**src/rtl/secuenciador_biquad.sv**
```systemverilog
// Control sequencer for a time-multiplexed biquad section.
// Drives one shared MAC through two three-term sums per sample:
//   w = u*c0 + f1*c1 + f2*c2   (stored into the state memory head)
//   y = w*c3 + f1*c4 + f2*c5   (loaded into the output register)
// then shifts the state memory. One extra trigger can queue behind the
// running sample; any further trigger is dropped and flagged.
module secuenciador_biquad #(
  parameter int unsigned      SEL_W          = 4,
  parameter logic [SEL_W-1:0] SEL_NULO       = 4'hF,
  parameter bit               DETECTA_FLANCO = 1'b1
) (
  input  logic             clk,
  input  logic             rst,
  input  logic             cambiar,
  input  logic             habilitar,
  input  logic             clr_err,
  output logic [SEL_W-1:0] sel,
  output logic             rst_acum,
  output logic             leer,
  output logic             desp,
  output logic             leer_y,
  output logic             ocupado,
  output logic             listo,
  output logic             sobrecarga
);

  typedef enum logic [3:0] {
    StIdle,
    StClr1,
    StMac0,
    StMac1,
    StMac2,
    StStw,
    StClr2,
    StMac3,
    StMac4,
    StMac5,
    StLdy,
    StShift
  } estado_e;

  estado_e          estado_q, estado_d;
  logic             cambiar_q;
  logic             arranque_q;
  logic             pendiente_q, pendiente_d;
  logic             sobre_set;
  logic             flanco;
  logic             disparo;

  logic [SEL_W-1:0] sel_d;
  logic             rst_acum_d, leer_d, desp_d, leer_y_d, ocupado_d, listo_d;

  // Trigger qualification; arranque_q blocks triggers on the first edge after reset.
  always_comb begin
    flanco  = DETECTA_FLANCO ? (cambiar & ~cambiar_q) : cambiar;
    disparo = flanco & habilitar & arranque_q;
  end

  // Next state, pending-sample bookkeeping and overload detection.
  always_comb begin
    estado_d    = estado_q;
    pendiente_d = pendiente_q;
    sobre_set   = 1'b0;

    unique case (estado_q)
      StIdle:  if (disparo) estado_d = StClr1;
      StClr1:  estado_d = StMac0;
      StMac0:  estado_d = StMac1;
      StMac1:  estado_d = StMac2;
      StMac2:  estado_d = StStw;
      StStw:   estado_d = StClr2;
      StClr2:  estado_d = StMac3;
      StMac3:  estado_d = StMac4;
      StMac4:  estado_d = StMac5;
      StMac5:  estado_d = StLdy;
      StLdy:   estado_d = StShift;
      // A trigger arriving in SHIFT is treated as already pending and started at once.
      StShift: estado_d = (pendiente_q || disparo) ? StClr1 : StIdle;
      default: estado_d = StIdle;
    endcase

    if (estado_q == StShift) begin
      pendiente_d = 1'b0;
      sobre_set   = disparo & pendiente_q;
    end else if (estado_q != StIdle && disparo) begin
      if (pendiente_q) begin
        sobre_set = 1'b1;
      end else begin
        pendiente_d = 1'b1;
      end
    end
  end

  // Moore output decode from the next state so registered outputs align with the state.
  always_comb begin
    sel_d      = SEL_NULO;
    rst_acum_d = 1'b0;
    leer_d     = 1'b0;
    desp_d     = 1'b0;
    leer_y_d   = 1'b0;
    listo_d    = 1'b0;
    ocupado_d  = (estado_d != StIdle);

    unique case (estado_d)
      StClr1, StClr2: rst_acum_d = 1'b1;
      StMac0:         sel_d = SEL_W'(0);
      StMac1:         sel_d = SEL_W'(1);
      StMac2:         sel_d = SEL_W'(2);
      StMac3:         sel_d = SEL_W'(3);
      StMac4:         sel_d = SEL_W'(4);
      StMac5:         sel_d = SEL_W'(5);
      StStw:          leer_d = 1'b1;
      StLdy:          leer_y_d = 1'b1;
      StShift: begin
        desp_d  = 1'b1;
        listo_d = 1'b1;
      end
      default: ;
    endcase
  end

  // State, flags and registered outputs; edge detector resets high so a held strobe is ignored.
  always_ff @(posedge clk or negedge rst) begin
    if (!rst) begin
      estado_q    <= StIdle;
      cambiar_q   <= 1'b1;
      arranque_q  <= 1'b0;
      pendiente_q <= 1'b0;
      sobrecarga  <= 1'b0;
      sel         <= SEL_NULO;
      rst_acum    <= 1'b0;
      leer        <= 1'b0;
      desp        <= 1'b0;
      leer_y      <= 1'b0;
      ocupado     <= 1'b0;
      listo       <= 1'b0;
    end else begin
      estado_q    <= estado_d;
      cambiar_q   <= cambiar;
      arranque_q  <= 1'b1;
      pendiente_q <= pendiente_d;
      if (sobre_set) begin
        sobrecarga <= 1'b1;
      end else if (clr_err) begin
        sobrecarga <= 1'b0;
      end
      sel      <= sel_d;
      rst_acum <= rst_acum_d;
      leer     <= leer_d;
      desp     <= desp_d;
      leer_y   <= leer_y_d;
      ocupado  <= ocupado_d;
      listo    <= listo_d;
    end
  end

endmodule

```
**config.mk**
```make
export PLATFORM = sky130hd
export DESIGN_NAME = secuenciador_biquad
export DESIGN_NICKNAME = d
export VERILOG_FILES = /design/src/rtl/secuenciador_biquad.sv
export SDC_FILE = /design/constraint.sdc
export NUM_CORES = 1
export LEC_CHECK = 0
export ABC_CLOCK_PERIOD_IN_PS = 1250
export CAP_MARGIN = 15
export CORE_UTILIZATION = 52
export CTS_CLUSTER_DIAMETER = 60
export DETAILED_ROUTE_END_ITERATION = 10
export DONT_BUFFER_PORTS = 1
export GPL_ROUTABILITY_DRIVEN = 0
export GPL_TIMING_DRIVEN = 0
export PLACE_DENSITY = 0.7
export SETUP_SLACK_MARGIN = 0.15
export SLEW_MARGIN = 0
export SYNTH_ARGS = -nofsm -noshare
export SYNTH_HDL_FRONTEND = slang
export SYNTH_SLANG_ARGS = --single-unit
```
**constraint.sdc**
```tcl
create_clock -name clk -period 1.25 [get_ports clk]
set_input_delay 0.125 -clock clk [delete_from_list [all_inputs] [get_ports clk]]
set_output_delay 0.125 -clock clk [all_outputs]
set_load 0.02 [all_outputs]
```
Yosys cells after proc, flatten, opt, wreduce, memory -nomap -nowiden
Index checks and enable logic that the tools add are counted.
Operators by class
  add/sub/neg operators: 0
  multipliers: 0
  div/mod/pow operators: 0
  $lt $le $gt $ge: 0
  eq/ne operators: 22
  shift operators: 0
  multiplexer cells: 15
  bitwise logic cells: 5
  reductions and logical operators: 8
Operators with widths (number)
  case mux 4 bit (12 select lines): 1
  equality test 4 x 3 -> 1 bit (second input constant): 8
  equality test 4 bit (second input constant): 8
  case mux 4 bit (6 select lines): 1
  equality test 4 x 2 -> 1 bit (second input constant): 4
  two-way mux 1 bit: 12
  equality test 4 x 1 -> 1 bit (second input constant): 2
  nonzero test 4 bit: 2
  AND 1 bit: 4
  logical NOT 4 bit: 1
  two-way mux 4 bit: 1
  nonzero test 2 bit: 2
  OR reduction 2 bit: 1
  logical AND 1 bit: 1
  logical OR 1 bit: 1
  inverter 1 bit: 1
Storage, ports and cells
  register bits after elaboration: 17
  bits in latches: 0
  memory bits (writable): 0
  bits in read-only memories: 0
  bits of input ports: 5
  output and inout bits: 11
  logic and storage cells: 61
  memories: 0

Longest topological paths before layout
Gate-level depths: netlist of the first run.
  depth in word-level cells: 10
  mapped depth: 4
  gate-level depth less buffers: 3

Worst setup path before layout of the first run
No wires, ideal clock.
  path kind: register to register
  start point: register estado_q[1]
  end point: register pendiente_q
  setup time: 123 ps
  arrival time: 1194 ps
  required time: 1127 ps
  path slack: -67 ps
  stages on the path, launching flop included: 5
  path buffers: 1
  period minus slack after synthesis: 1317 ps
  path through: dfrtp_1 -> buf_6 -> or4_1 -> a21oi_1 -> nor2_1
On the way
  cells in the longest elaborated chain, start to end: 3
  elaborated cells on any way between the ends: 5
  classes of those cells: 1 x eq/ne; 1 x mux; 3 x reduce/logical
RTL lines
  from (decl): RTL line 42  | estado_e estado_q, estado_d;
  from (signal assigned): RTL line 125  | estado_q <= StIdle;
  from (signal assigned): RTL line 138  | estado_q <= estado_d;
  nonzero test 4 bit: RTL line 85  | end else if (estado_q != StIdle && disparo) begin
  logical AND 1 bit: RTL line 85
  nonzero test 2 bit (no source line)
  to (signal assigned): RTL line 141  | pendiente_q <= pendiente_d;
  to (decl): RTL line 45  | logic pendiente_q, pendiente_d;
Parallel ways exist; a longest one is shown, timed or not.
A chain may end at the register's enable or synchronous reset.

Worst setup path in the final report of the first run
  start point: register estado_q[0]
  end point: register pendiente_q
The elaborated chain is that of the path after synthesis.

==> summary.txt, run 1 <==
Min path
  • Tightest Hold Check Type: in2reg

Synthesis
  • Gate Count Post-Synth: 67
  • Sequential area share after synthesis: 0.577
  • Synth Area in Adders: 0
  • Dominant cells by area after synthesis: dfrtp_1 (40%), dfstp_2 (18%), buf_6 (3.0%)
  • Mean Syn Cell Area: 11.2 um^2
  • Mux share of post-synthesis cell area: 0.0134
  • Largest area contributor in the netlist: dfrtp_1
  • Synth warnings: 0
  • Primary FF master, synth: dfrtp_1
  • Synth Area in XOR/XNOR: 0.0234
  • Synth Register Bits: 17
  • Number of synthesized flops with an enable pin: 0
  • Synth Area in Compound Gates: 0.115
  • Net Count, Synth: 72
  • Simple-gate share of the synthesized area: 0.192
  • Largest family of logic cells by synthesized area: simple AND/OR/NAND/NOR gates
  • Cell variety after synth: 31
  • Syn Std Cell Area: 748 um^2
  • Synth top area share: 0.401
  • Post-synthesis async set-or-reset flop share: 1.00

Timing
  • Final worst-path cycle share: 1.10
  • Final Hold Vio Count: 0
  • Max_slew headroom: 0.501
  • Worst-Margin Slew: about 750 ps
  • Skew final: roughly 1.9 ps
  • Max-slew violation count: 0
  • Setup ws final: -131 ps
  • Sum Neg Setup Slack: -379 ps
  • Setup-failing EPs final: 6
  • Max Fclk: between 0.7 and 0.8 GHz
  • RSZ-0062 raised after global routing: true
  • Min Tclk post-route: 1380 ps

GRT
  • First-pass GRT wire length: 2.41 mm
  • Initial antenna violation count: 0
  • Vias in the first global route: 519
  • Overflow after GRT: 0
  • Largest net degree at the start of global routing: 18
  • GRT Util Overall: 0.250

Setup path
  • CP required: 1440 ps
  • CP max FO: 6
  • CP Launch Type: register
  • CP max-delay cell: or4_4
  • Crit path capture type: register
  • Crit-path max cell delay: approximately 530 ps
  • Worst setup path class: reg2reg
  • Arrival time worst endpoint: 1570 ps
  • CP cell instances: buf_6 > or4_4 > a21oi_2 > nor2_1

Clocking
  • Worst-path clk slew: 90 ps
  • CTS tree: done
  • Root Buffer: clkbuf_4
  • Clock latency on the worst-skew pair: 290 ps
  • Clock Tree Buf Depth: 2
  • Clk sinks: 17
  • Cts bufs inserted: 3
  • H-tree Lvls: 1

Die
  • Cell Rows: 13
  • Chip height: roughly 40 um
  • Core ar.: between 1000 and 1500 um^2
  • Die X: 39.9 um
  • Initial Util: 0.568
  • Die ar.: 1590 um^2
  • Ports: 16

Outcome
  • Outcome: complete, but fails checks
  • Failing checks: setup timing

Detailed routing
  • Post-route antenna net violation count: 0
  • Starting DRC count in detailed routing: 15
  • WL/cell: ~17 um
  • Routed WL: 1.71 mm
  • Drt drc: 0
  • First-pass DRT Iterations: 4
  • Vias per cell: 6.00
  • Vias: about 610

Power and ir drop
  • Worst vdd ir: approximately 1700 uV
  • Pleak: 0.000460 uW
  • Power Density: 2840 nW/um^2
  • Power, Total: roughly 2900 uW

Finish
  • Fillers: 72
  • Share of cells above drive strength 1: 0.512
  • Final #Nets: 92
  • Area Growth Syn to Fin: 36.3%
  • N_diodes: 0

Place
  • Detailed Place HPWL: between 700 and 800 um
  • Port buffer count: 0
  • Setup WS pre-CTS: -117 ps

Run
  • Max cap viols: 0
## cell families (layout without fill, tap and decap cells)
kind of cell	after synthesis	after routing
and+or+nand+nor	25	25
DFF	17	17
AOI/OAI and AO/OA	12	12
buffers and inverters	9	28
xor gates and xnor gates	2	2
other	1	1
muxes	1	1
## synth_stat cells, drive strengths merged, types with 2 or more instances
cell type and n:
inv 3, or4 2, a21oi 2, o21ai 2, nor4 2, or2b 2
nand2 2, dfstp 5, dfrtp 12, nand2b 3, buf 5, nand3 3
nor2 6, nor3 2, a21o 2
## state kept, by name (all words and copies together) (netlist names)
register and flops:
pendiente_q 1, leer_y 1, cambiar_q 1, ocupado 1
sobrecarga 1, sel 4, rst_acum 1, arranque_q 1
leer 1, listo 1, estado_q 4
## final cells by class
| class | count | area [um^2] | area share |
|---|---|---|---|
| Timing Repair Buffer | 15 | 120 | 0.118 |
| Sequential cell | 17 | 434 | 0.426 |
| Multi-Input combinational cell | 41 | 342 | 0.335 |
| Tap cell | 15 | 18.8 | 0.0184 |
| Clock buffer | 3 | 22.5 | 0.0221 |
| Buffer | 6 | 66.3 | 0.0650 |
| Clock inverter | 1 | 5.00 | 0.00491 |
| Inverter | 3 | 11.3 | 0.0110 |
## through the flow
step                utilization  cells  hold WS [ps]  cell area [um^2]
floorplan                     -     67          -171               756
global placement          0.588     82          -170               774
detailed placement        0.588     82          -170               774
CTS                       0.744    100           284               980
global route              0.774    101           310              1020
finish                    0.774    101           299              1020
## where the power goes
| group | switching (uW) | total (uW) | leakage (uW) | internal (uW) |
|---|---|---|---|---|
| registers | 278 | 1080 | 0.000204 | 800 |
| clock network | 173 | 292 | 0.0000177 | 119 |
| logic | 717 | 1530 | 0.000238 | 810 |
## worst max-delay path: cells and delay by family (launching register included)
family,cells,cell delay [ps]
buffers and inverters,1,150
and+or+nand+nor,2,580
DFF,1,410
AOI/OAI and AO/OA,1,140
## metal layers
metal / part of all wire / global-route usage / vias to the layer above
met5: 0 / 0 / -
met4: 0.047 / 0.216 / 0
met3: 0.053 / 0.0889 / 8
met2: 0.46 / 0.323 / 24
met1: 0.44 / 0.324 / 303
li1: - / - / 271
## layout by cell type, fill, tap and decap left out, types with 2 or more instances in the layout
cell type / synthesis / layout
or4_4: 0 / 2
dfrtp_2: 0 / 2
dfrtp_1: 12 / 10
nand2b_1: 3 / 2
nor2_1: 6 / 4
clkbuf_4: 0 / 3
nand3_1: 3 / 2
dlygate4sd3_1: 0 / 3
or2b_1: 2 / 2
buf_4: 1 / 13
a21o_1: 2 / 2
nor4_2: 0 / 2
inv_1: 3 / 3
dfstp_2: 5 / 5
buf_6: 2 / 4
## path summary, 6_finish.rpt
| check | start | to | slack [ps] | cells past startpoint |
|---|---|---|---|---|
| min in group asynchronous | rst | rst_acum | 330 | 1 |
| worst max-delay path | estado_q[0] | pendiente_q | -130 | 4 |
| worst max register to register | estado_q[0] | pendiente_q | -130 | 4 |
| worst min register to register | sobrecarga | sobrecarga | 630 | 2 |
| max in group asynchronous | rst | listo | 410 | 1 |
| worst min-delay path | habilitar | sobrecarga | 300 | 4 |
## repair_timing
| item | CTS | global route |
|---|---|---|
| setup buffers | 11 | 1 |
| endpoints found under the hold margin | 19 | 0 |
| hold buffers | 3 | 0 |
| pin swaps | 9 | 3 |
| setup endpoints to repair | 10 | 13 |
| gates resized for setup | 14 | 9 |
Power figures use the tool's default switching activity.
==> run 2, diff against run 1 <==
--- a/config.mk
+++ b/config.mk
@@ -5,6 +5,7 @@
 export SDC_FILE = /design/constraint.sdc
 export NUM_CORES = 1
 export LEC_CHECK = 0
+export ABC_AREA = 0
 export ABC_CLOCK_PERIOD_IN_PS = 1250
 export CAP_MARGIN = 15
 export CORE_UTILIZATION = 52
==> results of run 2 <==
Final layout, timing and power as in run 1 (identical DEF).
